<file path="config.mk">
export PLATFORM = sky130hd
export DESIGN_NAME = wburst_sequencer_flat
export DESIGN_NICKNAME = d
export VERILOG_FILES = /design/src/rtl/wburst_sequencer_pkg.sv /design/src/rtl/wburst_sequencer_if.sv /design/src/rtl/wburst_sequencer.sv /design/src/flat_wrapper.sv
export SDC_FILE = /design/constraint.sdc
export NUM_CORES = 1
export LEC_CHECK = 0
export ABC_AREA = 1
export BUFFER_PORTS_ARGS = -buffer_cell sky130_fd_sc_hd__buf_2
export CORE_MARGIN = 4
export CORE_UTILIZATION = 23
export CTS_CLUSTER_SIZE = 16
export DETAILED_ROUTE_END_ITERATION = 10
export GPL_ROUTABILITY_DRIVEN = 0
export GPL_TIMING_DRIVEN = 0
export PLACE_DENSITY = 0.45
export SLEW_MARGIN = 20
export SYNTH_ARGS = -nofsm -noshare
export SYNTH_HDL_FRONTEND = slang
export SYNTH_SLANG_ARGS = --single-unit
</file>
<file path="constraint.sdc">
create_clock -name clk_div -period 1.5 [get_ports clk_div]
set_input_delay 0.075 -clock clk_div [delete_from_list [all_inputs] [get_ports clk_div]]
set_output_delay 0.075 -clock clk_div [all_outputs]
set_load 0.05 [all_outputs]
</file>
<file path="src/rtl/wburst_sequencer_pkg.sv">
// Shared state encoding and nibble constants for the DDR3 write-burst sequencer.
package wburst_sequencer_pkg;

    typedef enum logic [1:0] {
        ST_IDLE = 2'd0,
        ST_PRE  = 2'd1,
        ST_DATA = 2'd2,
        ST_POST = 2'd3
    } state_e;

    localparam logic [3:0] DQS_TOGGLE = 4'b0101;
    localparam logic [3:0] NIB_HIZ    = 4'b1111;
    localparam logic [3:0] NIB_DRV    = 4'b0000;
    localparam logic [3:0] NIB_ZERO   = 4'b0000;

endpackage

</file>
<file path="src/rtl/wburst_sequencer_if.sv">
// Command, FWFT data and serializer nibble bundle of one DDR3 write byte lane.
interface wburst_sequencer_if #(
    parameter int DQ_WIDTH = 8,
    parameter int LEN_BITS = 6
);

    logic                    cmd_valid;
    logic [LEN_BITS-1:0]     cmd_len;
    logic                    cmd_ready;
    logic                    data_rd;
    logic [4*DQ_WIDTH-1:0]   data_in;
    logic [3:0]              dm_in;
    logic [4*DQ_WIDTH-1:0]   dq_din;
    logic [3:0]              dq_tin;
    logic [3:0]              dm_din;
    logic [3:0]              dqs_din;
    logic [3:0]              dqs_tin;
    logic                    busy;

    modport slave (
        input  cmd_valid, cmd_len, data_in, dm_in,
        output cmd_ready, data_rd, dq_din, dq_tin, dm_din, dqs_din, dqs_tin, busy
    );

    modport master (
        output cmd_valid, cmd_len, data_in, dm_in,
        input  cmd_ready, data_rd, dq_din, dq_tin, dm_din, dqs_din, dqs_tin, busy
    );

endinterface

</file>
<file path="src/rtl/wburst_sequencer.sv">
// Write-burst sequencer: turns burst commands into DQS/DQ/DM nibble streams for
// 4:1 serializers, chaining back-to-back bursts without a DQS gap.
module wburst_sequencer
    import wburst_sequencer_pkg::*;
#(
    parameter int DQ_WIDTH = 8,
    parameter int LEN_BITS = 6
) (
    input  logic             clk_div,
    input  logic             rst,
    wburst_sequencer_if.slave bus
);

    localparam int DW = 4 * DQ_WIDTH;

    state_e              state_q, state_d;
    logic [LEN_BITS-1:0] cnt_q, cnt_d;
    logic                cmd_ready, data_rd, accept, last_beat;

    logic [3:0]          dqs_tin_q, dqs_din_q, dq_tin_q, dm_din_q;
    logic [DW-1:0]       dq_din_q;

    // A zero length is run as a single-cycle burst.
    function automatic logic [LEN_BITS-1:0] len_to_cnt(input logic [LEN_BITS-1:0] len);
        return (len == '0) ? '0 : len - LEN_BITS'(1);
    endfunction

    always_comb begin
        state_d   = state_q;
        cnt_d     = cnt_q;
        cmd_ready = 1'b0;
        data_rd   = 1'b0;
        accept    = 1'b0;
        last_beat = (cnt_q == '0);

        unique case (state_q)
            ST_IDLE: cmd_ready = 1'b1;
            ST_PRE: begin
                data_rd = 1'b1;
                state_d = ST_DATA;
            end
            ST_DATA: begin
                if (!last_beat) begin
                    data_rd = 1'b1;
                    cnt_d   = cnt_q - LEN_BITS'(1);
                end else begin
                    cmd_ready = 1'b1;
                    state_d   = ST_POST;
                end
            end
            ST_POST: begin
                cmd_ready = 1'b1;
                state_d   = ST_IDLE;
            end
        endcase

        if (rst) begin
            cmd_ready = 1'b0;
            data_rd   = 1'b0;
        end

        // From DATA or POST the DQS low phase already exists, so the next burst skips PRE.
        accept = bus.cmd_valid && cmd_ready;
        if (accept) begin
            cnt_d = len_to_cnt(bus.cmd_len);
            if (state_q == ST_IDLE) begin
                state_d = ST_PRE;
            end else begin
                state_d = ST_DATA;
                data_rd = 1'b1;
            end
        end
    end

    always_ff @(posedge clk_div) begin
        if (rst) begin
            state_q <= ST_IDLE;
            cnt_q   <= '0;
        end else begin
            state_q <= state_d;
            cnt_q   <= cnt_d;
        end
    end

    // Nibbles are decoded from the next state so they line up with state_q.
    always_ff @(posedge clk_div) begin
        if (rst) begin
            dqs_tin_q <= NIB_HIZ;
            dqs_din_q <= NIB_ZERO;
            dq_tin_q  <= NIB_HIZ;
            dq_din_q  <= '0;
            dm_din_q  <= NIB_ZERO;
        end else begin
            dqs_tin_q <= (state_d == ST_IDLE) ? NIB_HIZ : NIB_DRV;
            dqs_din_q <= (state_d == ST_DATA) ? DQS_TOGGLE : NIB_ZERO;
            dq_tin_q  <= (state_d == ST_DATA) ? NIB_DRV : NIB_HIZ;
            dq_din_q  <= data_rd ? bus.data_in : '0;
            dm_din_q  <= data_rd ? bus.dm_in : NIB_ZERO;
        end
    end

    assign bus.cmd_ready = cmd_ready;
    assign bus.data_rd   = data_rd;
    assign bus.dqs_tin   = dqs_tin_q;
    assign bus.dqs_din   = dqs_din_q;
    assign bus.dq_tin    = dq_tin_q;
    assign bus.dq_din    = dq_din_q;
    assign bus.dm_din    = dm_din_q;
    assign bus.busy      = (state_q != ST_IDLE);

endmodule

</file>
<file path="src/flat_wrapper.sv">
// flat-port wrapper written by rule: the top's interface ports become plain ports
module wburst_sequencer_flat import wburst_sequencer_pkg::*;
#(
    parameter int DQ_WIDTH = 8,
    parameter int LEN_BITS = 6
)
  (clk_div, rst, bus_cmd_valid, bus_cmd_len, bus_data_in, bus_dm_in, bus_cmd_ready, bus_data_rd, bus_dq_din, bus_dq_tin, bus_dm_din, bus_dqs_din, bus_dqs_tin, bus_busy);
  wburst_sequencer_if #(.DQ_WIDTH(DQ_WIDTH), .LEN_BITS(LEN_BITS)) bus_i ();
  input  logic clk_div;
  input  logic rst;
  input wire logic [$bits(bus_i.cmd_valid)-1:0] bus_cmd_valid;
  input wire logic [$bits(bus_i.cmd_len)-1:0] bus_cmd_len;
  input wire logic [$bits(bus_i.data_in)-1:0] bus_data_in;
  input wire logic [$bits(bus_i.dm_in)-1:0] bus_dm_in;
  output wire logic [$bits(bus_i.cmd_ready)-1:0] bus_cmd_ready;
  output wire logic [$bits(bus_i.data_rd)-1:0] bus_data_rd;
  output wire logic [$bits(bus_i.dq_din)-1:0] bus_dq_din;
  output wire logic [$bits(bus_i.dq_tin)-1:0] bus_dq_tin;
  output wire logic [$bits(bus_i.dm_din)-1:0] bus_dm_din;
  output wire logic [$bits(bus_i.dqs_din)-1:0] bus_dqs_din;
  output wire logic [$bits(bus_i.dqs_tin)-1:0] bus_dqs_tin;
  output wire logic [$bits(bus_i.busy)-1:0] bus_busy;
  assign bus_i.cmd_valid = bus_cmd_valid;
  assign bus_i.cmd_len = bus_cmd_len;
  assign bus_i.data_in = bus_data_in;
  assign bus_i.dm_in = bus_dm_in;
  assign bus_cmd_ready = bus_i.cmd_ready;
  assign bus_data_rd = bus_i.data_rd;
  assign bus_dq_din = bus_i.dq_din;
  assign bus_dq_tin = bus_i.dq_tin;
  assign bus_dm_din = bus_i.dm_din;
  assign bus_dqs_din = bus_i.dqs_din;
  assign bus_dqs_tin = bus_i.dqs_tin;
  assign bus_busy = bus_i.busy;
  wburst_sequencer #(.DQ_WIDTH(DQ_WIDTH), .LEN_BITS(LEN_BITS)) u_core (.clk_div(clk_div), .rst(rst), .bus(bus_i));
endmodule
</file>
==> impl_metrics.ini <==
[layout]
drive_gt1_share_pct = 59.8
fin_util_pct = 40.1
antennaDiodeCount = 0
fin_area_um2 = 3690
area_growth_pct = 70.6
design.final.nets = 425

[setup_path]
timing.critical_path.from_type = flip-flop
timing.setup.critical_path_class = flip-flop to output pin
reg2reg_to = u_core.bus.dq_din[31]$_SDFF_PP0_
regToRegSetupSlack_ns = -0.12
r2r_start = u_core.state_q[0]$_SDFF_PP0_
worst_r2r_path_depth = 10
crit_path_max_fanout = 4
cp_data_required_time_ns = 1.42
critical_path.endpoint_type = output pin
arrival_time_of_data_at_the_critical_path_endpoint_ns = 1.63

[global_routing]
grt_pass1_vias = 1933
grt_start_max_net_pins = 15
grt_first_pass_wirelength_um = 9360
number_of_antenna_violations_at_the_first_check_in_global_routing = 0
total_overflow_reported_by_the_global_router = 0
globalRouteTotalUtil_pct = 10.4

[floorplanning]
die_h_um = 105
floorplan.die.width_um = 105
initial_core_util_pct = 23.5
top_level_ports = 96
row_count = 35
design.core.area_um2 = 9200
die_area_um2 = 11000

[clock_tree]
cts_htree_levels = 2
cts_inserted_buffers = 5
cts_tree = built
cts_root_buf = clkbuf_8
buffer_depth_of_the_longest_clock_path = 2
clock_latency_ns = 0.30
numClockSinks = 47
clk_pin_slew_ns = 0.09

[sta]
timing.clock.skew_ns = 0.00890
final_hold_viol_count = 0
holdWs_ns = 0.00228
final.setup.worst_slack_ns = -0.209
finalSetupViolations = 40
period_minus_slack_ns = 1.71
tns_ns = -3.42
finalMaxSlewViolations = 0
period_share_pct = 114
fmaxAchievable_mhz = 585
rsz0062_at_grt = yes

[place]
port_bufs = 93
place_hpwl_um = 3980
post_dp_cell_area_um2 = 2860

[status]
status = finished with violations
violations_in_the_final_reports = setup timing

[pwr]
vdd_drop_max_v = 0.000544
power.static_leakage_nw = 1.73
power_density_over_the_cells_nw_per_um2 = 1400
report.power.total_w = 0.00516

[route]
drtPass1Iterations = 4
vias_per_cell = 4.07
routed-via-count = 1972
drt_iter0_drc = 41
totalWireLength_um = 5650
wl_per_cell_um = 11.7
detail-route-antenna-nets = 0
drcViolationCount = 0

[yosys]
synthDominantAreaCellType = dfxtp_1
yosysTopAreaCellShare_pct = 43.5
synth.yosys.seq_area_share_pct = 43.5
ys_seq_elements = 47
post_synth_inst_count = 224
avgSynthCellArea_um2 = 9.66
yosysWarningCount = 0
fraction_of_synthesis_flops_using_an_asynchronous_set_or_reset_pin_pct = 0
post_synth_most_frequent_cells = dfxtp_1 (47), a21boi_2 (29), nand2_1 (29), inv_1 (20), nor2_1 (18)
mappedNetlistArea_um2 = 2160
synth-edff-count = 0
synth_top_cells_by_area = dfxtp_1 (43%), a21boi_2 (15%), nand2_1 (5.0%)
post-synth-top-count-cell = dfxtp_1
post_synth_num_cell_types = 33
synth_top_flop_cell = dfxtp_1

[worst_hold_path]
worst_hold_path.num_cells = 2
hold_class = primary input to flip-flop
whs_endpoint = u_core.bus.dq_din[28]$_SDFF_PP0_
min_from = bus_data_in[28]

[run]
drv_cap = 0
-- cells by family after synthesis --
family | after synthesis | share of synthesized area (%)
and+or+nand+nor | 76 | 19.0
xor gates and xnor gates | 3 | 1.21
DFF | 47 | 43.5
buffers and inverters | 40 | 10.7
other | 1 | 0.173
AOI/OAI and AO/OA | 50 | 21.4
adders and majority gates | 7 | 4.05
-- state kept, by name, summed over array words and instances, names as in the netlist --
register / count
u_core.bus.dqs_tin: 1
u_core.bus.dq_tin: 1
u_core.cnt_q: 6
u_core.bus.dqs_din: 1
u_core.state_q: 2
u_core.bus.dm_din: 4
u_core.bus.dq_din: 32
-- routing by layer --
| metal | track usage [%] | part of all wire (%) | up-vias |
|---|---|---|---|
| met5 | 0 | 0 | - |
| met4 | 3.66 | 1.6 | 0 |
| met3 | 2.53 | 5.3 | 7 |
| met2 | 18.8 | 53 | 53 |
| met1 | 11.9 | 41 | 898 |
| li1 | - | - | 1014 |
-- report_power, final --
part / switching, W / leakage [nW] / internal, W / total (W)
clock: 0.000438 / 0.0477 / 0.000372 / 0.000809
sequential: 0.000119 / 0.384 / 0.00144 / 0.00156
combinational: 0.00170 / 1.30 / 0.00109 / 0.00279
-- placed cells by master, fill, tap and decap left out, types with 3 or more instances in the layout --
master         synthesis  layout
buf_4                  9      18
nand2_1               29      25
buf_12                 0       9
o21ai_0                7       5
nand3_2                1       4
dfxtp_2                0       3
ha_1                   7       3
nor2_4                 1       5
inv_1                 20      14
nor2_1                18      17
dlygate4sd3_1          0      27
nand3_4                2       4
buf_6                  6       8
o21ai_2                1       3
a21boi_2              29      36
clkbuf_8               0       6
dfxtp_1               47      42
nand2_4                2       4
nand2_2                2       3
buf_2                  2      93
inv_2                  3       5
ha_4                   0       4
nand3_1                9       4
-- layout make-up --
class	count	area [um2]
plain buffers	17	213
clock buffers	6	82.6
clock inverters	1	8.76
fillers	936	5510
inverters	23	100
multi-input cells	138	1200
flip-flops and latches	47	952
well taps	111	139
repair buffers	141	993
-- how the worst max path moves through the flow --
stage / startpoint / end / slack [ns]
final: u_core.state_q[0]$_SDFF_PP0_ / bus_data_rd / -0.21
after global routing: u_core.cnt_q[0]$_SDFFE_PP0P_ / bus_data_rd / -0.30
after CTS: u_core.cnt_q[0]$_SDFFE_PP0P_ / bus_data_rd / -0.26
after detailed placement: u_core.cnt_q[0]$_SDFFE_PP0P_ / bus_data_rd / -0.34
after global placement: u_core.cnt_q[0]$_SDFFE_PP0P_ / bus_data_rd / -0.34
after floorplan: u_core.state_q[1]$_SDFF_PP0_ / u_core.cnt_q[5]$_SDFFE_PP0P_ / 0.0002
-- repair_timing --
action / 4_1_cts / 5_1_grt
setup buffers: 13 / 6
pin swaps: 12 / 13
gates cloned: 1 / 2
resized for setup: 34 / 49
hold buffers: 22 / 5
hold endpoints to repair: 22 / 5
setup endpoints to repair: 44 / 49
-- worst max-delay path, stage by stage (launching register included) --
cell,delay [ns]
dfxtp_4,0.38
inv_4,0.08
ha_4,0.17
nand4_4,0.11
nand2_4,0.11
nand3_4,0.08
nand3_4,0.11
buf_12,0.11
nand2_4,0.04
buf_8,0.14
-- metrics by stage --
stage                     setup slack [ns]  cells
final                               -0.209    484
after global routing                -0.303    484
after detailed placement            -0.341    429
after CTS                           -0.261    472
after floorplan                   0.000154    225
after global placement              -0.335    429
Power figures use the tool's default switching activity.
